==> src/rtl/divide.sv <==
`default_nettype none
// ============================================================================
// Module      : divide
// Description : Iterative radix-2 restoring integer divider for the RV64M
//               execute stage. Handles DIV/DIVU/REM/REMU and the 32-bit word
//               forms DIVW/DIVUW/REMW/REMUW. One operation in flight at a time.
//               The result leaves on a writeback-style port (result, valid,
//               rd address, write enable), like the multiplier.
//
// Ports       : clk          rising-edge clock
//               reset        asynchronous active-high reset
//               opr_a_i      dividend
//               opr_b_i      divisor
//               div_instr_i  valid divide operation presented this cycle
//               div_func_i   op select: 0 DIV, 1 DIVU, 2 REM, 3 REMU,
//                            4 DIVW, 5 DIVUW, 6 REMW, 7 REMUW
//                            (bit2 = word form, bit1 = remainder,
//                             bit0 = unsigned)
//               rd_addr_i    destination register
//               stall_i      freezes the unit
//               kill_i       aborts any in-flight operation
//               busy_o       unit occupied, upstream must not issue
//               div_res_o    result, held between pulses
//               valid_res_o  one-cycle result pulse
//               rd_addr_o    destination of the issued result
//               rd_wr_en_o   register write enable (same as valid_res_o)
//
// Revision    : 1.0 - initial release
// ============================================================================
module divide #(
    parameter int XLEN = 64
) (
    input  logic            clk,
    input  logic            reset,
    input  logic [XLEN-1:0] opr_a_i,
    input  logic [XLEN-1:0] opr_b_i,
    input  logic            div_instr_i,
    input  logic [2:0]      div_func_i,
    input  logic [4:0]      rd_addr_i,
    input  logic            stall_i,
    input  logic            kill_i,
    output logic            busy_o,
    output logic [XLEN-1:0] div_res_o,
    output logic            valid_res_o,
    output logic [4:0]      rd_addr_o,
    output logic            rd_wr_en_o
);

    localparam int c_cnt_w = $clog2(XLEN) + 1;
    localparam logic [c_cnt_w-1:0] c_n_full = c_cnt_w'(XLEN);
    localparam logic [c_cnt_w-1:0] c_n_word = c_cnt_w'(32);
    localparam logic [XLEN-1:0] c_most_neg = {1'b1, {(XLEN-1){1'b0}}};

    typedef enum logic [1:0] {
        IDLE   = 2'd0,
        CALC   = 2'd1,
        FINISH = 2'd2
    } state_t;

    state_t r_state;
    state_t w_next_state;

    // Registered operation context
    logic               r_is_word;
    logic               r_is_rem;
    logic               r_neg_q;
    logic               r_neg_r;
    logic [XLEN-1:0]    r_divisor;
    logic [XLEN-1:0]    r_rem;
    logic [XLEN-1:0]    r_quo;
    logic [c_cnt_w-1:0] r_count;
    logic [4:0]         r_rd;

    // Registered outputs
    logic [XLEN-1:0]    r_res;
    logic [4:0]         r_rd_out;
    logic               r_valid;

    // ---------------- operand decode ----------------
    logic            w_is_word;
    logic            w_is_rem;
    logic            w_is_signed;
    logic            w_sign_a;
    logic            w_sign_b;
    logic [XLEN-1:0] w_a_ext;
    logic [XLEN-1:0] w_b_ext;
    logic [XLEN-1:0] w_a_mag;
    logic [XLEN-1:0] w_b_mag;
    logic            w_div_zero;
    logic            w_overflow;

    assign w_is_word   = div_func_i[2];
    assign w_is_rem    = div_func_i[1];
    assign w_is_signed = ~div_func_i[0];

    assign w_sign_a = w_is_signed & (w_is_word ? opr_a_i[31] : opr_a_i[XLEN-1]);
    assign w_sign_b = w_is_signed & (w_is_word ? opr_b_i[31] : opr_b_i[XLEN-1]);

    // Word forms ignore the upper operand half: extend from bit 31 according
    // to signedness so a single negation yields the magnitude for both widths.
    assign w_a_ext = w_is_word ? {{(XLEN-32){w_sign_a}}, opr_a_i[31:0]} : opr_a_i;
    assign w_b_ext = w_is_word ? {{(XLEN-32){w_sign_b}}, opr_b_i[31:0]} : opr_b_i;
    assign w_a_mag = w_sign_a ? -w_a_ext : w_a_ext;
    assign w_b_mag = w_sign_b ? -w_b_ext : w_b_ext;

    assign w_div_zero = w_is_word ? (opr_b_i[31:0] == 32'd0) : (opr_b_i == '0);
    assign w_overflow = w_is_signed &
                        (w_is_word ? ((opr_a_i[31:0] == 32'h8000_0000) &&
                                      (opr_b_i[31:0] == 32'hFFFF_FFFF))
                                   : ((opr_a_i == c_most_neg) && (opr_b_i == '1)));

    // ---------------- one restoring step ----------------
    logic [XLEN:0] w_shift;
    logic [XLEN:0] w_diff;
    logic          w_qbit;

    assign w_shift = {r_rem, r_quo[XLEN-1]};
    assign w_diff  = w_shift - {1'b0, r_divisor};
    assign w_qbit  = ~w_diff[XLEN];

    // ---------------- result correction ----------------
    logic [XLEN-1:0] w_q_fix;
    logic [XLEN-1:0] w_r_fix;
    logic [XLEN-1:0] w_sel;
    logic [XLEN-1:0] w_result;

    assign w_q_fix  = r_neg_q ? -r_quo : r_quo;
    assign w_r_fix  = r_neg_r ? -r_rem : r_rem;
    assign w_sel    = r_is_rem ? w_r_fix : w_q_fix;
    assign w_result = r_is_word ? {{(XLEN-32){w_sel[31]}}, w_sel[31:0]} : w_sel;

    // ---------------- FSM ----------------
    always_ff @(posedge clk or posedge reset) begin
        if (reset) begin
            r_state <= IDLE;
        end else begin
            r_state <= w_next_state;
        end
    end

    always_comb begin
        w_next_state = r_state;
        if (kill_i) begin
            w_next_state = IDLE;
        end else if (!stall_i) begin
            case (r_state)
                IDLE: begin
                    if (div_instr_i) begin
                        w_next_state = (w_div_zero | w_overflow) ? FINISH : CALC;
                    end
                end
                CALC: begin
                    if (r_count == c_cnt_w'(1)) begin
                        w_next_state = FINISH;
                    end
                end
                FINISH:  w_next_state = IDLE;
                default: w_next_state = IDLE;
            endcase
        end
    end

    // ---------------- datapath ----------------
    always_ff @(posedge clk or posedge reset) begin
        if (reset) begin
            r_is_word <= 1'b0;
            r_is_rem  <= 1'b0;
            r_neg_q   <= 1'b0;
            r_neg_r   <= 1'b0;
            r_divisor <= '0;
            r_rem     <= '0;
            r_quo     <= '0;
            r_count   <= '0;
            r_rd      <= '0;
            r_res     <= '0;
            r_rd_out  <= '0;
            r_valid   <= 1'b0;
        end else begin
            // The pulse lasts one cycle; kill and stall cycles never issue.
            r_valid <= 1'b0;
            if (!kill_i && !stall_i) begin
                case (r_state)
                    IDLE: begin
                        if (div_instr_i) begin
                            r_is_word <= w_is_word;
                            r_is_rem  <= w_is_rem;
                            r_rd      <= rd_addr_i;
                            r_divisor <= w_b_mag;
                            r_count   <= w_is_word ? c_n_word : c_n_full;
                            if (w_div_zero) begin
                                // Preload the final answers; no sign fix-up.
                                r_neg_q <= 1'b0;
                                r_neg_r <= 1'b0;
                                r_quo   <= '1;
                                r_rem   <= opr_a_i;
                            end else if (w_overflow) begin
                                r_neg_q <= 1'b0;
                                r_neg_r <= 1'b0;
                                r_quo   <= opr_a_i;
                                r_rem   <= '0;
                            end else begin
                                r_neg_q <= w_sign_a ^ w_sign_b;
                                r_neg_r <= w_sign_a;
                                r_rem   <= '0;
                                // Word dividends sit in the top half so the
                                // first 32 shifts feed them in.
                                r_quo   <= w_is_word ? {w_a_mag[31:0], {(XLEN-32){1'b0}}}
                                                     : w_a_mag;
                            end
                        end
                    end
                    CALC: begin
                        r_rem   <= w_qbit ? w_diff[XLEN-1:0] : w_shift[XLEN-1:0];
                        r_quo   <= {r_quo[XLEN-2:0], w_qbit};
                        r_count <= r_count - c_cnt_w'(1);
                    end
                    FINISH: begin
                        r_res    <= w_result;
                        r_rd_out <= r_rd;
                        r_valid  <= 1'b1;
                    end
                    default: begin
                        r_valid <= 1'b0;
                    end
                endcase
            end
        end
    end

    assign busy_o      = (r_state != IDLE);
    assign div_res_o   = r_res;
    assign rd_addr_o   = r_rd_out;
    assign valid_res_o = r_valid;
    assign rd_wr_en_o  = r_valid;

endmodule
`default_nettype wire

==> config.mk <==
export PLATFORM = sky130hd
export DESIGN_NAME = divide
export DESIGN_NICKNAME = d
export VERILOG_FILES = /design/src/rtl/divide.sv
export SDC_FILE = /design/constraint.sdc
export NUM_CORES = 1
export LEC_CHECK = 0
export ABC_AREA = 0
export CAP_MARGIN = 40
export CORE_ASPECT_RATIO = 1.1
export CORE_MARGIN = 3
export CORE_UTILIZATION = 41
export CTS_CLUSTER_DIAMETER = 200
export CTS_CLUSTER_SIZE = 16
export DETAILED_ROUTE_END_ITERATION = 16
export SYNTH_ARGS = -nofsm -noshare
export SYNTH_HDL_FRONTEND = slang
export SYNTH_SLANG_ARGS = --single-unit
==> constraint.sdc <==
create_clock -name clk -period 19.15 [get_ports clk]
set_clock_uncertainty 0.05 [all_clocks]
set_input_delay 4.7875 -clock clk [delete_from_list [all_inputs] [get_ports clk]]
set_output_delay 4.7875 -clock clk [all_outputs]
set_load 0.1 [all_outputs]
==> reports/qor.txt <==
Total grt overflow - 0
Vias in the first global route - 22669
Setup TNS - 0 ns
Synth area leaders - dfrtp_1 30%, a21oi_1 8.1%, o21ai_0 7.9%, nand2_1 5.8%, xnor2_1 5.4%
CTS buffer count - 21
Final WS setup - 10.26 ns
Fmax - 113 MHz
Row cnt - 91
Global placement routability congestion - 0.961
Synth Area in Simple Gates - 20.9%
Die W - 234 um
Routed WL per cell - 22.2 um
Via/cell ratio - 5.99
Outcome - finished clean
Core Area - 0.0562 sq mm
Post-Synth XOR/XNOR Area - 9.61%
Primary FF master, synth - dfrtp_1
Final Cycle Share - 46.4%
Area occupied by multi-input gates - 0.0152 sq mm
GRT Util Overall - 29.0%
Synth-to-layout area growth - 18.6%
Max IR drop VDD - 0.0000652 V
Hold-fix buffers, CTS - 0
Post-Synth Adder-Cell Area - 3.88%
Kind of critical path - input port to flop
Synth Instances - 3161
Number of flops mapped to enable cells by yosys - 0
Crit path launch type - input port
1st-iter DRT viols - 2144
Placed cell area - 0.0272 sq mm
First-pass GRT wire length - 137 mm
Die area - 0.0600 sq mm
RSZ-0062 raised after global routing - no
Final Slew Violations - 0
FF+latch area - 0.00701 sq mm
Final Hold Viols - 0
Minimum clock period - 8.89 ns
Static leakage power - 10.9 nW
CTS H-tree lvls - 1
Number of setup violations in the final report - 0
DR pass1 iterations - 5
Overall Power - 3.43 mW
Mux cell area share after synthesis - 1.06%
Synthesis-stage register bit count - 280
Avg Cell Area, Syn - 7.40 sq um
Root buf cell - clkbuf_16
Fin nets - 3490
Slew @ Worst Pin - 0.947 ns
Syn Nets - 3374
Cell taking the most area after synthesis - dfrtp_1
Initial antenna violation count - 3
Fill cells - 5560
Vias - 24097
Distinct cells, synth - 78
Max_cap viols - 0
PostCTS Resize Cnt - 0
Initial Util - 41.6%
Synth Cell Area - 0.0234 sq mm
Port Buffers - 212
Remaining DRCs - 0
Detailed Place HPWL - 69.3 mm
Pin count of the biggest net entering global routing - 98
Drt total wl - 89.3 mm
Synth Area in Compound Gates - 29.1%
Postcts setup bufs - 0
CTS tree - built
Final ANT Viol Nets - 0
CP Max Fanout - 56
Clock sink total - 280
Largest family of logic cells by synthesized area - compound AO/OA/AOI/OAI gates
Register area share after synthesis - 29.9%
Skew-Pair Late Insertion Delay - 0.56 ns
Worst hold path type - flop to flop
Clock-pin slew on the worst setup and hold paths - 0.08 ns
P per Cell Area - 123 mW/mm^2
Final core utilization - 49.3%
Design Area, Final - 0.0278 sq mm
Critical path data arrival time - 9.31 ns
Layout cells sized above 1 - 6.01%
CP required - 19.58 ns
Place WS - 9.81 ns
Ys async rst share - 100%
CP Capture Type - flop
CTS Buffer Depth - 3
Rel. slew slack - 36.9%
Die height - 257 um
Io pins - 213
Synth top area share - 29.9%
Synth Warn # - 0
-- worst max-delay path: stages --
cell and delay (ns):
clkdlybuf4s50_1 0.51, or4_1 0.64, nor4_1 0.64, nand4_1 0.36, nor3_1 0.22, buf_4 0.20, a21boi_4 0.21, buf_4 0.49
and2_2 0.24, buf_4 0.53, a21oi_1 0.21, a21oi_1 0.17
-- Yosys cell counts, drive strengths merged, types with 47 or more instances --
cell type  count
a21o          49
a21oi        380
a31oi         75
clkbuf       196
dfrtp        280
ha            71
inv          101
nand2        362
nand3         47
nor2         272
nor3         103
o21ai        375
o31ai         66
xnor2        144
xor2         112
-- final cells by class --
cell class / count / share of cell area (%)
multi-input cells: 2547 / 54.7
inverters: 101 / 1.39
diodes: 1 / 0.00902
flip-flops and latches: 280 / 25.3
repair buffers: 326 / 13.3
clock inverters: 1 / 0.0316
well taps: 744 / 3.35
clock buffers: 24 / 1.93
-- power breakdown --
part	total, mW	internal [mW]	leakage, nW	switching, mW
clock	0.423	0.198	0.267	0.225
combinational	2.05	0.761	7.15	1.28
sequential	0.958	0.738	3.51	0.220
-- worst paths after layout --
path | startpoint | end | slack (ns) | cells after the start
max | opr_b_i[3] | r_rem[12] | 10.26 | 12
min | div_res_o[23] | div_res_o[23] | 0.42 | 2
max reg2reg | r_quo[63] | r_rem[13] | 13.28 | 16
min reg2reg | div_res_o[23] | div_res_o[23] | 0.42 | 2
max in group asynchronous | reset | r_rem[15] | 12.55 | 5
min in group asynchronous | reset | div_res_o[12] | 4.67 | 2
-- cells in the final DEF (no fill, tap or decap), types with 22 or more instances in the layout --
cell / n
a21o_1: 49
a21oi_1: 379
a31oi_1: 75
buf_4: 39
buf_8: 63
clkdlybuf4s50_1: 211
dfrtp_1: 277
ha_1: 71
inv_1: 99
nand2_1: 359
nand2b_1: 24
nand3_1: 46
nand4_1: 44
nor2_1: 269
nor3_1: 103
nor4_1: 28
o211ai_1: 27
o21ai_0: 368
o22ai_1: 24
o31ai_1: 65
o41ai_1: 22
or3_1: 39
or4_1: 35
xnor2_1: 143
xor2_1: 111
-- flip-flops by register name, indices dropped and copies added (netlist names) --
| name | flops |
|---|---|
| r_state | 2 |
| r_is_word | 1 |
| rd_wr_en_o | 1 |
| r_neg_q | 1 |
| r_is_rem | 1 |
| r_rd | 5 |
| r_rem | 64 |
| r_divisor | 64 |
| r_quo | 64 |
| div_res_o | 64 |
| r_neg_r | 1 |
| rd_addr_o | 5 |
| r_count | 7 |
-- metal layers --
metal / routed length [um] / share of wire (%) / GRT usage, %
met5: 28 / 0.031 / 0
met4: 3010 / 3.4 / 8.86
met3: 6390 / 7.1 / 3.82
met2: 39200 / 44 / 44.6
met1: 40700 / 46 / 42.3
-- through the flow --
step           hold WS (ns)  std cells
2_1_floorplan         0.389       3161
3_3_place_gp          0.401       3922
3_5_place_dp          0.413       3998
4_1_cts               0.431       4023
5_1_grt               0.440       4023
6_report              0.425       4024
-- cells by family after synthesis --
kind of cell | count (synthesis)
compound gates | 1152
simple gates | 1043
buf+inv | 334
flops | 280
xor+xnor | 256
fa+ha+maj | 72
mux | 24
Note: power is estimated with default switching activity, not from simulation.
